[src/rtl/i2c_pkg.sv]
// Shared definitions for the I2C command-level master: command codes,
// FSM state encoding and parameter defaults.
package i2c_pkg;

   localparam logic [1:0] CMD_START = 2'd0;
   localparam logic [1:0] CMD_WRITE = 2'd1;
   localparam logic [1:0] CMD_READ  = 2'd2;
   localparam logic [1:0] CMD_STOP  = 2'd3;

   localparam int QDIV_DEF      = 125;
   localparam int TO_CYCLES_DEF = 3400000;

   typedef enum logic [2:0] {
      ST_IDLE,
      ST_START,
      ST_BIT,
      ST_ACK,
      ST_STOP
   } state_t;

endpackage

[src/rtl/i2c_qtimer.sv]
// Quarter-period counter: counts QDIV cycles per SCL quarter, holds while
// frozen, and strobes done on the last cycle of each quarter.
module i2c_qtimer #(
   parameter int QDIV = 125
) (
   input  logic clock,
   input  logic reset,
   input  logic clear,
   input  logic freeze,
   output logic first,
   output logic done
);

   localparam logic [9:0] LAST = 10'(QDIV - 1);

   logic [9:0] cnt;

   assign first = (cnt == 10'd0);
   assign done  = !clear && !freeze && (cnt == LAST);

   always_ff @(posedge clock or posedge reset) begin
      if (reset)
         cnt <= '0;
      else if (clear)
         cnt <= '0;
      else if (!freeze)
         cnt <= (cnt == LAST) ? 10'd0 : cnt + 10'd1;
   end

endmodule

[src/rtl/i2c_master_cmd.sv]
// Command-driven I2C master: executes START/WRITE/READ/STOP one at a time on
// open-drain SDA/SCL, with clock-stretch support, timeout and arbitration.
module i2c_master_cmd
   import i2c_pkg::*;
#(
   parameter int QDIV      = QDIV_DEF,
   parameter int TO_CYCLES = TO_CYCLES_DEF,
   parameter int CW        = 26
) (
   input  logic       clock,
   input  logic       reset,
   input  logic       cmd_valid,
   output logic       cmd_ready,
   input  logic [1:0] cmd,
   input  logic [7:0] wdata,
   input  logic       rd_nack,
   output logic       rsp_valid,
   output logic [7:0] rdata,
   output logic       nack,
   output logic       arb_lost,
   output logic       timeout,
   output logic       busy,
   input  logic       SDA_i,
   input  logic       SCL_i,
   output logic       SDA_t,
   output logic       SCL_t,
   output logic       SDA_o,
   output logic       SCL_o,
   output state_t     fsm_state
);

   state_t          state, state_n;
   logic [1:0]      q;
   logic            q_first, q_done, q_end;
   logic [2:0]      bcnt;
   logic [7:0]      sh;
   logic            smp;
   logic [1:0]      cmd_r;
   logic            rdn_r;
   logic            hold_low;
   logic [CW-1:0]   to_cnt;
   logic            accept, stretch, sample, arb_hit, to_hit;

   assign SDA_o     = 1'b0;
   assign SCL_o     = 1'b0;
   assign busy      = (state != ST_IDLE);
   assign cmd_ready = (state == ST_IDLE);
   assign fsm_state = state;
   assign accept    = cmd_valid && cmd_ready;

   // A slave holding SCL low while we release it freezes the quarter timer.
   assign stretch = busy && SCL_t && !SCL_i;
   assign q_end   = q_done && (q == 2'd3);
   assign sample  = ((state == ST_BIT) || (state == ST_ACK)) && (q == 2'd3) && q_first && !stretch;
   assign arb_hit = (state == ST_BIT) && (cmd_r == CMD_WRITE) && sample && sh[7] && !SDA_i;
   assign to_hit  = stretch && (to_cnt == CW'(TO_CYCLES - 1));

   i2c_qtimer #(.QDIV(QDIV)) u_qtimer (
      .clock  (clock),
      .reset  (reset),
      .clear  (!busy),
      .freeze (stretch),
      .first  (q_first),
      .done   (q_done)
   );

   // Between commands SCL stays low after START/WRITE/READ so SDA may move freely.
   always_comb begin
      SDA_t = 1'b1;
      SCL_t = 1'b1;
      case (state)
         ST_IDLE:  SCL_t = !hold_low;
         ST_START: begin
            SDA_t = (q == 2'd0);
            SCL_t = (q <= 2'd1);
         end
         ST_BIT: begin
            SCL_t = q[1];
            SDA_t = (cmd_r == CMD_WRITE) ? sh[7] : 1'b1;
         end
         ST_ACK: begin
            SCL_t = q[1];
            SDA_t = (cmd_r == CMD_WRITE) ? 1'b1 : rdn_r;
         end
         ST_STOP: begin
            SCL_t = (q != 2'd0);
            SDA_t = q[1];
         end
         default: ;
      endcase
   end

   always_comb begin
      state_n = state;
      case (state)
         ST_IDLE: begin
            if (accept) begin
               case (cmd)
                  CMD_START: state_n = ST_START;
                  CMD_STOP:  state_n = ST_STOP;
                  default:   state_n = ST_BIT;
               endcase
            end
         end
         ST_START: if (q_end) state_n = ST_IDLE;
         ST_BIT:   if (q_end && (bcnt == 3'd0)) state_n = ST_ACK;
         ST_ACK:   if (q_end) state_n = ST_IDLE;
         ST_STOP:  if (q_end) state_n = ST_IDLE;
         default:  state_n = ST_IDLE;
      endcase
      if (to_hit || arb_hit)
         state_n = ST_IDLE;
   end

   always_ff @(posedge clock or posedge reset) begin
      if (reset)
         state <= ST_IDLE;
      else
         state <= state_n;
   end

   always_ff @(posedge clock or posedge reset) begin
      if (reset) begin
         q         <= '0;
         bcnt      <= '0;
         sh        <= '0;
         smp       <= 1'b0;
         cmd_r     <= '0;
         rdn_r     <= 1'b0;
         hold_low  <= 1'b0;
         to_cnt    <= '0;
         rsp_valid <= 1'b0;
         timeout   <= 1'b0;
         rdata     <= '0;
         nack      <= 1'b0;
         arb_lost  <= 1'b0;
      end else begin
         rsp_valid <= 1'b0;
         timeout   <= 1'b0;
         to_cnt    <= stretch ? to_cnt + CW'(1) : '0;
         if (!busy)
            q <= '0;
         else if (q_done)
            q <= q + 2'd1;
         if (accept) begin
            cmd_r <= cmd;
            sh    <= wdata;
            rdn_r <= rd_nack;
            bcnt  <= 3'd7;
         end
         if (sample)
            smp <= SDA_i;
         if (to_hit) begin
            timeout  <= 1'b1;
            hold_low <= 1'b0;
            to_cnt   <= '0;
         end else if (arb_hit) begin
            rsp_valid <= 1'b1;
            arb_lost  <= 1'b1;
            nack      <= 1'b0;
            hold_low  <= 1'b0;
         end else if (q_end) begin
            case (state)
               ST_START: begin
                  rsp_valid <= 1'b1;
                  arb_lost  <= 1'b0;
                  hold_low  <= 1'b1;
               end
               ST_BIT: begin
                  sh   <= {sh[6:0], smp};
                  bcnt <= bcnt - 3'd1;
               end
               ST_ACK: begin
                  rsp_valid <= 1'b1;
                  arb_lost  <= 1'b0;
                  hold_low  <= 1'b1;
                  if (cmd_r == CMD_WRITE)
                     nack <= smp;
                  else
                     rdata <= sh;
               end
               ST_STOP: begin
                  rsp_valid <= 1'b1;
                  arb_lost  <= 1'b0;
                  hold_low  <= 1'b0;
               end
               default: ;
            endcase
         end
      end
   end

endmodule

[config.mk]
export PLATFORM = sky130hd
export DESIGN_NAME = i2c_master_cmd
export DESIGN_NICKNAME = d
export VERILOG_FILES = /design/src/rtl/i2c_pkg.sv /design/src/rtl/i2c_qtimer.sv /design/src/rtl/i2c_master_cmd.sv
export SDC_FILE = /design/constraint.sdc
export NUM_CORES = 1
export LEC_CHECK = 0
export ABC_CLOCK_PERIOD_IN_PS = 3300
export BUFFER_PORTS_ARGS = -buffer_cell sky130_fd_sc_hd__buf_2
export CORE_AREA = 10 10 115 117
export DETAILED_ROUTE_END_ITERATION = 12
export DIE_AREA = 0 0 125 127
export GPL_ROUTABILITY_DRIVEN = 0
export SETUP_SLACK_MARGIN = 0.1
export SLEW_MARGIN = 20
export SYNTH_ARGS = -nofsm -noshare
export SYNTH_HDL_FRONTEND = slang
export SYNTH_HIERARCHICAL = 1
export SYNTH_SLANG_ARGS = --single-unit
[constraint.sdc]
create_clock -name clock -period 3.3 [get_ports clock]
set_input_delay 0.33 -clock clock [delete_from_list [all_inputs] [get_ports clock]]
set_output_delay 0.33 -clock clock [all_outputs]
set_load 0.02 [all_outputs]
# == After elaboration in Yosys (flattened, before gate mapping) ==
# Cells that the tools add are included.
# op_classes
n_addsub,4
magnitude_cmp,1
eq_ne,14
mux,43
bitwise,3
n_reduce_logical,42
# op_table
op,count
26-bit 2-to-1 mux,2
8-bit 2-to-1 mux,5
10-bit 2-to-1 mux,3
3-bit 2-to-1 mux,9
"26-bit by 1-bit adder with 26-bit output, second input constant",1
"26-bit by 22-bit equality test with 1-bit output, second input constant",1
1-bit 2-to-1 mux,17
1-bit logical AND,15
"10-bit by 1-bit adder with 10-bit output, second input constant",1
"10-bit by 7-bit equality test with 1-bit output, second input constant",1
10-bit zero test,1
2-bit nonzero test,5
"3-bit by 1-bit inequality test with 1-bit output, second input constant",3
3-bit case mux with 3 select lines,1
1-bit case mux with 4 select lines,2
"3-bit by 2-bit equality test with 1-bit output, second input constant",2
3-bit zero test,2
3-bit case mux with 2 select lines,1
3-bit AND reduction,2
3-bit nonzero test,2
5-bit AND reduction,1
"2-bit equality test, second input constant",2
1-bit zero test,4
2-bit zero test,2
17 further kinds,22
# totals
regBits,69
in_bits,16
output_inout_bits,21

# == Longest topological paths before layout ==
# Gate-level depths: netlist (run 1).
# logic_depth
depth_word,13
mapped_depth,14
depth_no_buf,12

# == Modules after synthesis ==
# The synthesis (run 1) kept the hierarchy.
# by_module_without_submodules
mod,n_inst,cells_per_inst,area_each_um2
i2c_master_cmd,1,305,3115.5
i2c_qtimer,1,76,631.9

# == Worst setup path after synthesis (run 1) ==
# OpenSTA, ideal clock, no wires.
# synth_timing
path_kind,register to register
start,register q[1]
end,register rdata[0]
arrival_ns,3.224
t_required_ns,3.175
path_slack_ns,-0.049
stages_incl_launch_ff,14
path_cell_list,dfrtp_1 -> inv_1 -> ha_1 -> nand2b_1 -> a221oi_1 -> or2_2 -> inv_1 -> buf_2 -> nor3_1 -> and2_1 -> clkbuf_1 -> nand3_1 -> nor3_4 -> mux2_2
# synth_lines
element,line,source
start: declaration,i2c_master_cmd.sv:33,logic [1:0] q;
start signal: assignment,i2c_master_cmd.sv:144,q <= q + 2'd1;
2-bit by 1-bit less-or-equal comparator with 1-bit output or 2-bit nonzero test (tied branches),"i2c_master_cmd.sv:75, i2c_master_cmd.sv:86",
1-bit case mux with 4 select lines (*),i2c_master_cmd.sv:71,case (state)
1-bit logical AND (*) (2 in a row),i2c_master_cmd.sv:52,assign stretch = busy && SCL_t && !SCL_i;
named net stretch,i2c_master_cmd.sv:42,"logic accept, stretch, sample, arb_hit, to_hit;"
1-bit zero test (*),i2c_qtimer.sv:19,assign done = !clear && !freeze && (cnt == LAST);
1-bit logical AND (*) (2 in a row),i2c_qtimer.sv:19,
named net q_done,i2c_master_cmd.sv:34,"logic q_first, q_done, q_end;"
1-bit logical AND (*),i2c_master_cmd.sv:53,assign q_end = q_done && (q == 2'd3);
5-bit AND reduction (no source line) (*),--,
end signal: assignment,i2c_master_cmd.sv:180,rdata <= sh;
end: declaration,i2c_master_cmd.sv:18,"output logic [7:0] rdata,"
# The timed path passes the listed nets; every way through them passes the cells marked *.
# A chain may end at the register's enable or synchronous reset.

# == Worst setup path in the final report (run 1) ==
# layout_timing
start,register q[1]
end,register rdata[1]
# Same word-level chain as after synthesis.

==> results of run 1 <==
-- metal layers --
layer | vias to the layer above | share of wire | GRT usage
li1 | 1400 | - | -
met1 | 1326 | 0.46 | 0.131
met2 | 43 | 0.49 | 0.164
met3 | 9 | 0.039 | 0.0285
met4 | 0 | 0.016 | 0.0467
met5 | - | 0 | 0
-- area by class of cell --
type,count,share of cell area
timing repair buffer,45,0.0600
inverter,25,0.0210
tap,143,0.0401
sequential,69,0.387
multi-input combinational,272,0.419
clock inverter,6,0.0193
clock buffer,10,0.0536
-- power by group --
group / switching [mW] / total (mW) / internal [mW] / leakage, nW
registers: 0.123 / 1.09 / 0.965 / 0.910
clock network: 0.363 / 1.04 / 0.680 / 0.158
logic: 0.458 / 0.819 / 0.361 / 0.883
-- tightest hold or removal path: stages --
cell and delay, ps:
buf_2 70, nand2_1 40, nand2_1 50
-- layout by cell type, fill, tap and decap left out, types with 2 or more instances in the layout --
| cell | netlist | final |
|---|---|---|
| a211oi_1 | 2 | 2 |
| a21oi_1 | 13 | 13 |
| a31oi_1 | 3 | 3 |
| and2_1 | 3 | 2 |
| and3_1 | 5 | 5 |
| and4_1 | 3 | 3 |
| buf_2 | 5 | 34 |
| buf_4 | 5 | 9 |
| bufinv_16 | 0 | 2 |
| clkbuf_16 | 0 | 9 |
| clkinv_2 | 0 | 2 |
| conb_1 | 1 | 2 |
| dfrtp_1 | 69 | 68 |
| ha_1 | 10 | 10 |
| inv_1 | 25 | 24 |
| mux2_1 | 2 | 2 |
| mux2_2 | 16 | 16 |
| mux2_4 | 6 | 6 |
| mux2i_1 | 6 | 6 |
| nand2_1 | 26 | 26 |
| nand2b_1 | 4 | 4 |
| nand3_1 | 23 | 23 |
| nand4_1 | 10 | 10 |
| nor2_1 | 46 | 46 |
| nor2b_1 | 4 | 4 |
| nor3_1 | 11 | 10 |
| nor3b_1 | 2 | 2 |
| nor4_1 | 6 | 6 |
| nor4b_1 | 2 | 2 |
| o211a_1 | 2 | 2 |
| o21ai_0 | 9 | 9 |
| o21ai_1 | 2 | 2 |
| o31a_1 | 2 | 2 |
| or2_2 | 3 | 3 |
| or3_1 | 6 | 6 |
| xnor2_1 | 19 | 19 |
| xor2_1 | 6 | 6 |
-- sequential cells by signal, indices dropped and copies added, names as in the netlist, 2 cells and up --
signal and flops:
u_qtimer/cnt 10, fsm_state 3, sh 8, to_cnt 26, q 2, cmd_r 2
bcnt 3, rdata 8
-- worst max path at each step --
stage | slack, ps | endpoint | from | depth (start not counted)
2_1_floorplan | 200 | rdata[0]$_DFFE_PP0P_ | q[1]$_DFFE_PP0P_ | 13
3_3_place_gp | 230 | rdata[1]$_DFFE_PP0P_ | q[1]$_DFFE_PP0P_ | 11
3_5_place_dp | 80 | rdata[1]$_DFFE_PP0P_ | q[1]$_DFFE_PP0P_ | 11
4_1_cts | 220 | fsm_state[1]$_DFFE_PP0P_ | q[1]$_DFFE_PP0P_ | 12
5_1_grt | 170 | sh[7]$_DFF_PP0_ | q[1]$_DFFE_PP0P_ | 12
6_report | 390 | rdata[1]$_DFFE_PP0P_ | q[1]$_DFFE_PP0P_ | 12
-- logic make-up (layout without fill, tap and decap cells) --
group,Yosys count,in the layout,share of synthesized area
adders and majority gates,10,10,0.0334
xor gates and xnor gates,25,25,0.0584
AOI/OAI and AO/OA,42,42,0.0725
and+or+nand+nor,163,163,0.230
muxes,30,30,0.0942
other,1,2,0.00100
DFF,69,69,0.461
buffers and inverters,41,86,0.0497
-- timing repair --
action                     CTS  global route
gates cloned                 0             0
hold buffers                 1             0
buffers inserted             1             0
pin swaps                    1             0
setup endpoints to repair    6            17
hold endpoints to repair    25             0
gates resized for setup      0             4
-- per-stage QoR --
stage / worst slack [ps] / total power, mW / util / hold slack (ps) / instances
finish: 392 / 2.95 / 0.401 / 190 / 570
CTS: 219 / 2.96 / 0.399 / 179 / 570
global route: 170 / 3.13 / 0.401 / 195 / 570
detailed placement: 83.8 / 1.91 / 0.367 / 326 / 552
global placement: 233 / 1.89 / 0.367 / 334 / 552
floorplan: 202 / 1.68 / - / 170 / 382
==> run summary, run 1 <==
Main synth FF type -> dfrtp_1
Layout area overhead -> 19.1%
Fillers -> 1,115
Ys Warns -> 6
Post-synthesis instance area -> 3750 um^2
Sum Neg Setup Slack -> 0 ps
Worst path bufs/invs -> 3
FF+latch area -> 1730 um^2
Die X -> 125 um
Count leader, synth -> dfrtp_1
Final setup viols -> 0
Syn avg cell area -> 9.84 um^2
First-pass GRT wire length -> 14,000 um
Vias in the first global route -> 2,823
DP HPWL -> 5710 um
Clock Pin Slew Worst Setup and Hold Paths -> 50 ps
FF-to-FF End -> rdata[1]$_DFFE_PP0P_
CTS HTree Levels -> 3
WP data arrival -> 3120 ps
Largest net degree at the start of global routing -> 45
Hold Path Depth -> 3
Initial Utilization -> 0.337
Die Y-Extent -> 127 um
Via count -> 2,778
Max incr delay on CP -> 430 ps
CTS buffer count -> 9
Share of layout cells above drive strength 1 -> 0.230
Max cap viols -> 0
Most frequent cells after synthesis -> dfrtp_1, nor2_1, nand2_1
Clock tree root buffer cell -> clkbuf_16
Sequential-to-total area share from yosys stat -> 0.461
Diodes inserted -> 0
Finished Cell Area -> 4460 um^2
Vias/cell -> 4.87
Yosys top cell by area -> dfrtp_1
Worst EP required -> 3510 ps
Buffers added on ports -> 34
DRT Pass-1 Iters -> 7
Flop2flop setup slack -> 390 ps
Crit path max fanout -> 10
Post-route ant nets -> 0
EDFF count, synth -> 0
Max Freq -> 0.344 GHz
Multi-input combinational cell area -> 1870 um^2
Initial antenna violation count -> 0
Status -> finished clean
End of the worst hold path -> rdn_r$_DFFE_PP0P_
Placed cell area -> 4090 um^2
CTS tree -> done
Row Count -> 39
CP endpoint kind -> register
Slew Limit Fails -> 0
Asr flop ratio synth -> 1.00
Die area -> 15,900 um^2
Pwr Density -> 661 nW/um^2
Total wire length -> 7970 um
Max VDD drop -> 0.351 mV
Final hold vios -> 0
# DRC -> 0
Main area contributors after synthesis -> dfrtp_1, mux2_2, nor2_1, xnor2_1, ha_1
Total track usage -> 0.104
Hold_sp -> rd_nack
Clk_lat worst skew -> 330 ps
Max_slew headroom -> 0.605
Crit start category -> register
Clock sinks -> 69
Measured slew at the worst slew-check pin -> 588 ps
Worst Skew -> 4.98 ps
Post-synth top area share -> 0.461
Top Family by Delay on Critical Path -> simple AND/OR/NAND/NOR gates
Leak -> 1.95 nW
Critical path class -> reg2reg
Reg2reg start -> q[1]$_DFFE_PP0P_
Post-layout net count -> 448
Synth unique cells -> 53
RSZ-0062 raised after global routing -> false
Slowest CP cell -> dfrtp_2
Routed length per instance -> 14.0 um
Core footprint -> 11,100 um^2
Period minus WS final -> 2910 ps
Max clock buf depth -> 2
Period utilisation layout -> 0.881
I/O pins -> 37
Overflow after GRT -> 0
Most frequent CP cell -> inv_1
Cells after Synth -> 381
Reg2Reg Depth -> 12
Synthesized flop and latch total -> 69
Initial DRC Count -> 85
Cells along the critical path -> inv_1 > ha_1 > nand2b_1 > a221oi_4 > or2_2 > inv_1 > nor3_2 > and2_2 > nand3_1 > nor3_4 > buf_12 > mux2_2
Worst hold path class -> in2reg
(Power assumes the default switching activity.)
==> run 2, diff against run 1 <==
CORE_AREA = 10 10 98 100   (was 10 10 115 117)
DIE_AREA = 0 0 108 110   (was 0 0 125 127)
PLACE_DENSITY = 0.71   (was default)
==> run 2 against run 1 <==
Against the previous run: clock power shrank 44%; hold slack lost 7.3 ps; critical path type unchanged; non-clock buffer count is the same; die area shrank 25%; first-iteration DRC count grew 69%; via count grew 2.2%; global-route usage grew 3.4 points; register-to-register slack lost 90 ps; sequential cell count is the same; wire length shrank 2.4%; critical path depth is the same; count of clock-buffer cells in the layout grew 3; highest routed layer unchanged.
==> run summary, run 2 (synthesized netlist as in run 1, its figures left out) <==
Status -> finished clean
Met1 Use GR -> 0.176
Overflow after GRT -> 0
DP HPWL -> 5510 um
Period minus WS final -> 3000 ps
Die area -> 11,900 um^2
Reg2Reg Depth -> 12
Worst path bufs/invs -> 2
Max cap viols -> 0
Pre-CTS setup slack -> 236 ps
Crit path max fanout -> 7
Clk_lat worst skew -> 330 ps
Clock Pin Slew Worst Setup and Hold Paths -> 70 ps
Die Y-Extent -> 110 um
Crit path depth -> 12
Post-layout net count -> 448
RSZ-0062 raised after global routing -> false
Initial Utilization -> 0.490
Worst Skew -> 6.38 ps
Top Family by Delay on Critical Path -> compound AO/OA/AOI/OAI gates
Row Count -> 32
Max incr delay on CP -> 480 ps
Most common cell after layout, fill and taps aside -> dfrtp_1
Number of flip-flops in the largest register -> 26
Worst Setup SP -> q[1]$_DFFE_PP0P_
Max Freq -> 0.333 GHz
# DRC -> 0
First-pass GRT wire length -> 13,300 um
Final hold vios -> 0
Measured slew at the worst slew-check pin -> 866 ps
Top reg by flops -> to_cnt
CTS buffer count -> 9
Post-route ant nets -> 0
Most frequent CP cell -> inv_1
DRT Pass-1 Iters -> 4
Layout area overhead -> 13.1%
Die X -> 108 um
Max clock buf depth -> 2
Flop2flop setup slack -> 300 ps
Core footprint -> 7650 um^2
Vias/cell -> 5.38
Max_slew headroom -> 0.423
Reg2reg start -> q[1]$_DFFE_PP0P_
Diodes inserted -> 0
GRT met2 Usage -> 0.221
Sum Neg Setup Slack -> 0 ps
Final setup viols -> 0
CTS HTree Levels -> 3
Highest-count cells in the layout ignoring fill and taps -> dfrtp_1, nor2_1, buf_2
Share of layout cells above drive strength 1 -> 0.214
Min setup slack post-route -> 300 ps
Max VDD drop -> 0.357 mV
GR peak layer -> met2
Leak -> 1.88 nW
Largest net degree at the start of global routing -> 51
CTS tree -> done
Initial DRC Count -> 144
Total wire length -> 7780 um
Cells along the critical path -> inv_1 > ha_1 > nand2b_1 > a221oi_4 > or2_2 > inv_1 > nor3_2 > and2_1 > o21ai_0 > a221oi_1 > o211ai_1 > a211oi_1
Clock tree root buffer cell -> clkbuf_8
Vias in the first global route -> 2,839
Worst EP required -> 3540 ps
Slowest CP cell -> dfrtp_1
Critical path class -> reg2reg
Via count -> 2,839
Total track usage -> 0.138
Routed length per instance -> 14.7 um
Initial antenna violation count -> 0
Regs by FF count -> to_cnt (26), u_qtimer/cnt (10)
Period utilisation layout -> 0.909
CP endpoint kind -> register
Worst hold path class -> in2reg
Finished Cell Area -> 4240 um^2
Critical Path End -> fsm_state[0]$_DFFE_PP0P_
Power, Total -> 2.47 mW
Met3 global-route usage -> 0.0308
I/O pins -> 37
FF-to-FF End -> fsm_state[0]$_DFFE_PP0P_
Clock sinks -> 69
Crit start category -> register
Hold Slack -> 183 ps
Placed cell area -> 4040 um^2
Pwr Density -> 583 nW/um^2
Slew Limit Fails -> 0
Buffers added on ports -> 34
WP data arrival -> 3240 ps
-- run 2: where the power goes --
group | switching (mW) | internal [mW]
combinational | 0.436 | 0.354
clock | 0.299 | 0.288
sequential | 0.131 | 0.964
-- run 2: final cells by class --
class,count,area (um^2)
clock buffers,13,149
repair buffers,45,268
multi-input cells,272,1860
clock inverters,2,10.0
flip-flops and latches,69,1730
fillers,670,3410
inverters,25,95.1
well taps,102,128
-- run 2: metal layers --
layer / vias up / part of all wire
met4: 0 / 0.013
li1: 1396 / -
met3: 9 / 0.048
met1: 1368 / 0.45
met2: 66 / 0.48
met5: - / 0
-- run 2: tightest hold or removal path: cells and delay by family --
kind,cells,cell delay [ps]
simple gates,2,80
buf+inv,1,70
-- run 2: what timing repair did --
| item | in CTS | in global routing |
|---|---|---|
| hold buffers | 1 | 0 |
| setup buffers | 0 | 1 |
| hold endpoints to repair | 10 | 0 |
| resized for setup | 0 | 1 |
| setup endpoints to repair | 0 | 9 |
-- run 2: metrics by stage --
stage | std cells | utilization
floorplan | 382 | -
global placement | 511 | 0.528
detailed placement | 511 | 0.528
CTS | 527 | 0.550
global route | 528 | 0.554
finish | 528 | 0.554
-- run 2: worst min-delay path by stage --
| stage | from | endpoint | depth (start not counted) |
|---|---|---|---|
| global route | rd_nack | rdn_r$_DFFE_PP0P_ | 3 |
| CTS | rd_nack | rdn_r$_DFFE_PP0P_ | 3 |
| global placement | reset | u_qtimer/cnt[6]$_DFFE_PP0P_ | 2 |
| floorplan | reset | u_qtimer/cnt[0]$_DFFE_PP0P_ | 1 |
| detailed placement | reset | u_qtimer/cnt[6]$_DFFE_PP0P_ | 2 |
| finish | rd_nack | rdn_r$_DFFE_PP0P_ | 3 |
==> run 3, diff against run 2 <==
CORE_AREA = 10 10 96 98   (was 10 10 98 100)
DIE_AREA = 0 0 106 108   (was 0 0 108 110)
PLACE_DENSITY = 0.7   (was 0.71)
SYNTH_HIERARCHICAL = default   (was 1)
==> run 3 against run 2 <==
Against the previous run: design area shrank 4.8%; die area shrank 3.6%; count of clock-buffer cells in the layout shrank 1; critical endpoint is now rdata[7]$_DFFE_PP0P_; first-iteration DRC count shrank 3.5%; critical path depth shrank 5; sequential power is essentially flat; final cell count shrank 5.3%.
==> run summary, run 3 <==
Highest-count cells in the layout ignoring fill and taps -> dfrtp_1, nor2_1, buf_2
Status -> finished clean
Row Count -> 32
Initial DRC Count -> 139
Die Y-Extent -> 108 um
Most common cell after layout, fill and taps aside -> dfrtp_1
Worst Setup SP -> u_qtimer.cnt[0]$_DFFE_PP0P_
Number of flip-flops in the largest register -> 26
Leak -> 1.81 nW
Main synth FF type -> dfrtp_1
Slew Limit Fails -> 0
Final hold vios -> 0
Worst Skew -> 7.77 ps
Post-route ant nets -> 0
Main area contributors after synthesis -> dfrtp_1, nor2_1, xor2_1, o21ai_0, ha_1
Layout area overhead -> 13.6%
Sum Neg Setup Slack -> 0 ps
Initial Utilization -> 0.477
DP HPWL -> 5320 um
Max clock buf depth -> 2
Total track usage -> 0.136
Finished Layout Cells -> 500
Max VDD drop -> 0.243 mV
EDFF count, synth -> 0
Cells after Synth -> 357
Regs by FF count -> to_cnt (26), u_qtimer.cnt (10)
Syn avg cell area -> 9.95 um^2
First-pass GRT wire length -> 12,800 um
RSZ-0062 raised after global routing -> false
Sequential-to-total area share from yosys stat -> 0.486
Vias/cell -> 5.37
Max cap viols -> 0
Crit start category -> register
Most frequent cells after synthesis -> dfrtp_1, nor2_1, nand2_1
Clock tree root buffer cell -> clkbuf_8
WP data arrival -> 2920 ps
Vias in the first global route -> 2,759
Hold_sp -> rd_nack
CTS HTree Levels -> 3
Via count -> 2,686
Diodes inserted -> 0
Cells along the critical path -> inv_1 > ha_1 > or4b_4 > a211oi_4 > and2_0 > nand4_4 > mux2_4
Die area -> 11,400 um^2
Total wire length -> 7510 um
Top Family by Delay on Critical Path -> simple AND/OR/NAND/NOR gates
Post-CTS Hold Buffers -> 0
Asr flop ratio synth -> 1.00
Routed length per instance -> 15.0 um
Post-synthesis instance area -> 3550 um^2
Slowest CP cell -> or4b_4
Period utilisation layout -> 0.816
Synthesized flop and latch total -> 69
Max Freq -> 0.372 GHz
DRT Pass-1 Iters -> 4
PostCTS Resize Cnt -> 0
Post-CTS setup buffer count -> 0
Top reg by flops -> to_cnt
Worst hold path class -> in2reg
Pwr Density -> 631 nW/um^2
# DRC -> 0
CTS buffer count -> 9
Largest net degree at the start of global routing -> 70
Flop2flop setup slack -> 610 ps
Ys Warns -> 0
Synth unique cells -> 47
Placed Instances -> 484
Max_slew headroom -> 0.436
Max incr delay on CP -> 490 ps
I/O pins -> 37
Clk_lat worst skew -> 350 ps
Crit path max fanout -> 9
Clock sinks -> 69
Final setup viols -> 0
Initial antenna violation count -> 0
Post-synth top area share -> 0.486
Yosys top cell by area -> dfrtp_1
Overflow after GRT -> 0
Period minus WS final -> 2690 ps
Clock Pin Slew Worst Setup and Hold Paths -> 70 ps
Count leader, synth -> dfrtp_1
Post-layout net count -> 419
CP endpoint kind -> register
Die X -> 106 um
Core footprint -> 7450 um^2
Share of layout cells above drive strength 1 -> 0.181
CTS tree -> done
Worst EP required -> 3530 ps
Buffers added on ports -> 34
Reg2reg start -> u_qtimer.cnt[0]$_DFFE_PP0P_
Critical path class -> reg2reg
Worst path bufs/invs -> 1
Measured slew at the worst slew-check pin -> 846 ps
## run 3: routing by layer
layer  track usage  share of wire  up-vias
met3        0.0494          0.042       11
li1              -              -     1315
met5             0              0        -
met2         0.219           0.48       45
met4        0.0426          0.017        0
met1         0.167           0.46     1315
## run 3: path summary, 6_finish.rpt
path | depth (start not counted) | endpoint
min in group asynchronous | 3 | to_cnt[22]$_DFF_PP0_
worst max register to register | 7 | rdata[7]$_DFFE_PP0P_
worst min-delay path | 2 | rdn_r$_DFFE_PP0P_
worst min register to register | 1 | arb_lost$_DFFE_PP0P_
worst max-delay path | 7 | rdata[7]$_DFFE_PP0P_
max in group asynchronous | 3 | u_qtimer.cnt[5]$_DFFE_PP0P_
## run 3: logic make-up after synthesis
family / Yosys count / share of synthesized area
and+or+nand+nor: 149 / 0.222
DFF: 69 / 0.486
AOI/OAI and AO/OA: 51 / 0.0870
buffers and inverters: 29 / 0.0366
xor gates and xnor gates: 24 / 0.0592
muxes: 24 / 0.0729
adders and majority gates: 10 / 0.0352
other: 1 / 0.00106
## run 3: area by class of cell
type                    instances  area (um^2)
clock buffers                  12          155
clock inverters                 4         70.1
fillers                       700         3410
inverters                      15         56.3
multi-input cells             260         1700
flip-flops and latches         69         1730
well taps                     102          128
repair buffers                 38          200
## run 3: through the flow
step           setup WS, ps  hold slack (ps)  power [mW]  instance area (um^2)  utilization
5_1_grt                 399              195        2.71                  4030        0.542
2_1_floorplan           665              445        1.58                  3550            -
6_report                608              213        2.55                  4030        0.542
3_5_place_dp            648              476        1.78                  3810        0.511
3_3_place_gp            718              458        1.77                  3810        0.511
4_1_cts                 626              197        2.57                  4030        0.542
## run 3: power by group
| group | switching, mW | internal (mW) | total, mW |
|---|---|---|---|
| Clock | 0.314 | 0.465 | 0.779 |
| Combinational | 0.421 | 0.235 | 0.657 |
| Sequential | 0.150 | 0.960 | 1.11 |
## run 3: worst register-to-register path: cells and delay by family, from the launching register on
| family | cells | cell delay [ps] |
|---|---|---|
| AND/OR/NAND/NOR | 3 | 1140 |
| buffers and inverters | 1 | 100 |
| flip-flops | 1 | 450 |
| AO/OA/AOI/OAI | 1 | 390 |
| multiplexers | 1 | 360 |
| adder cells (fa/ha/maj) | 1 | 130 |
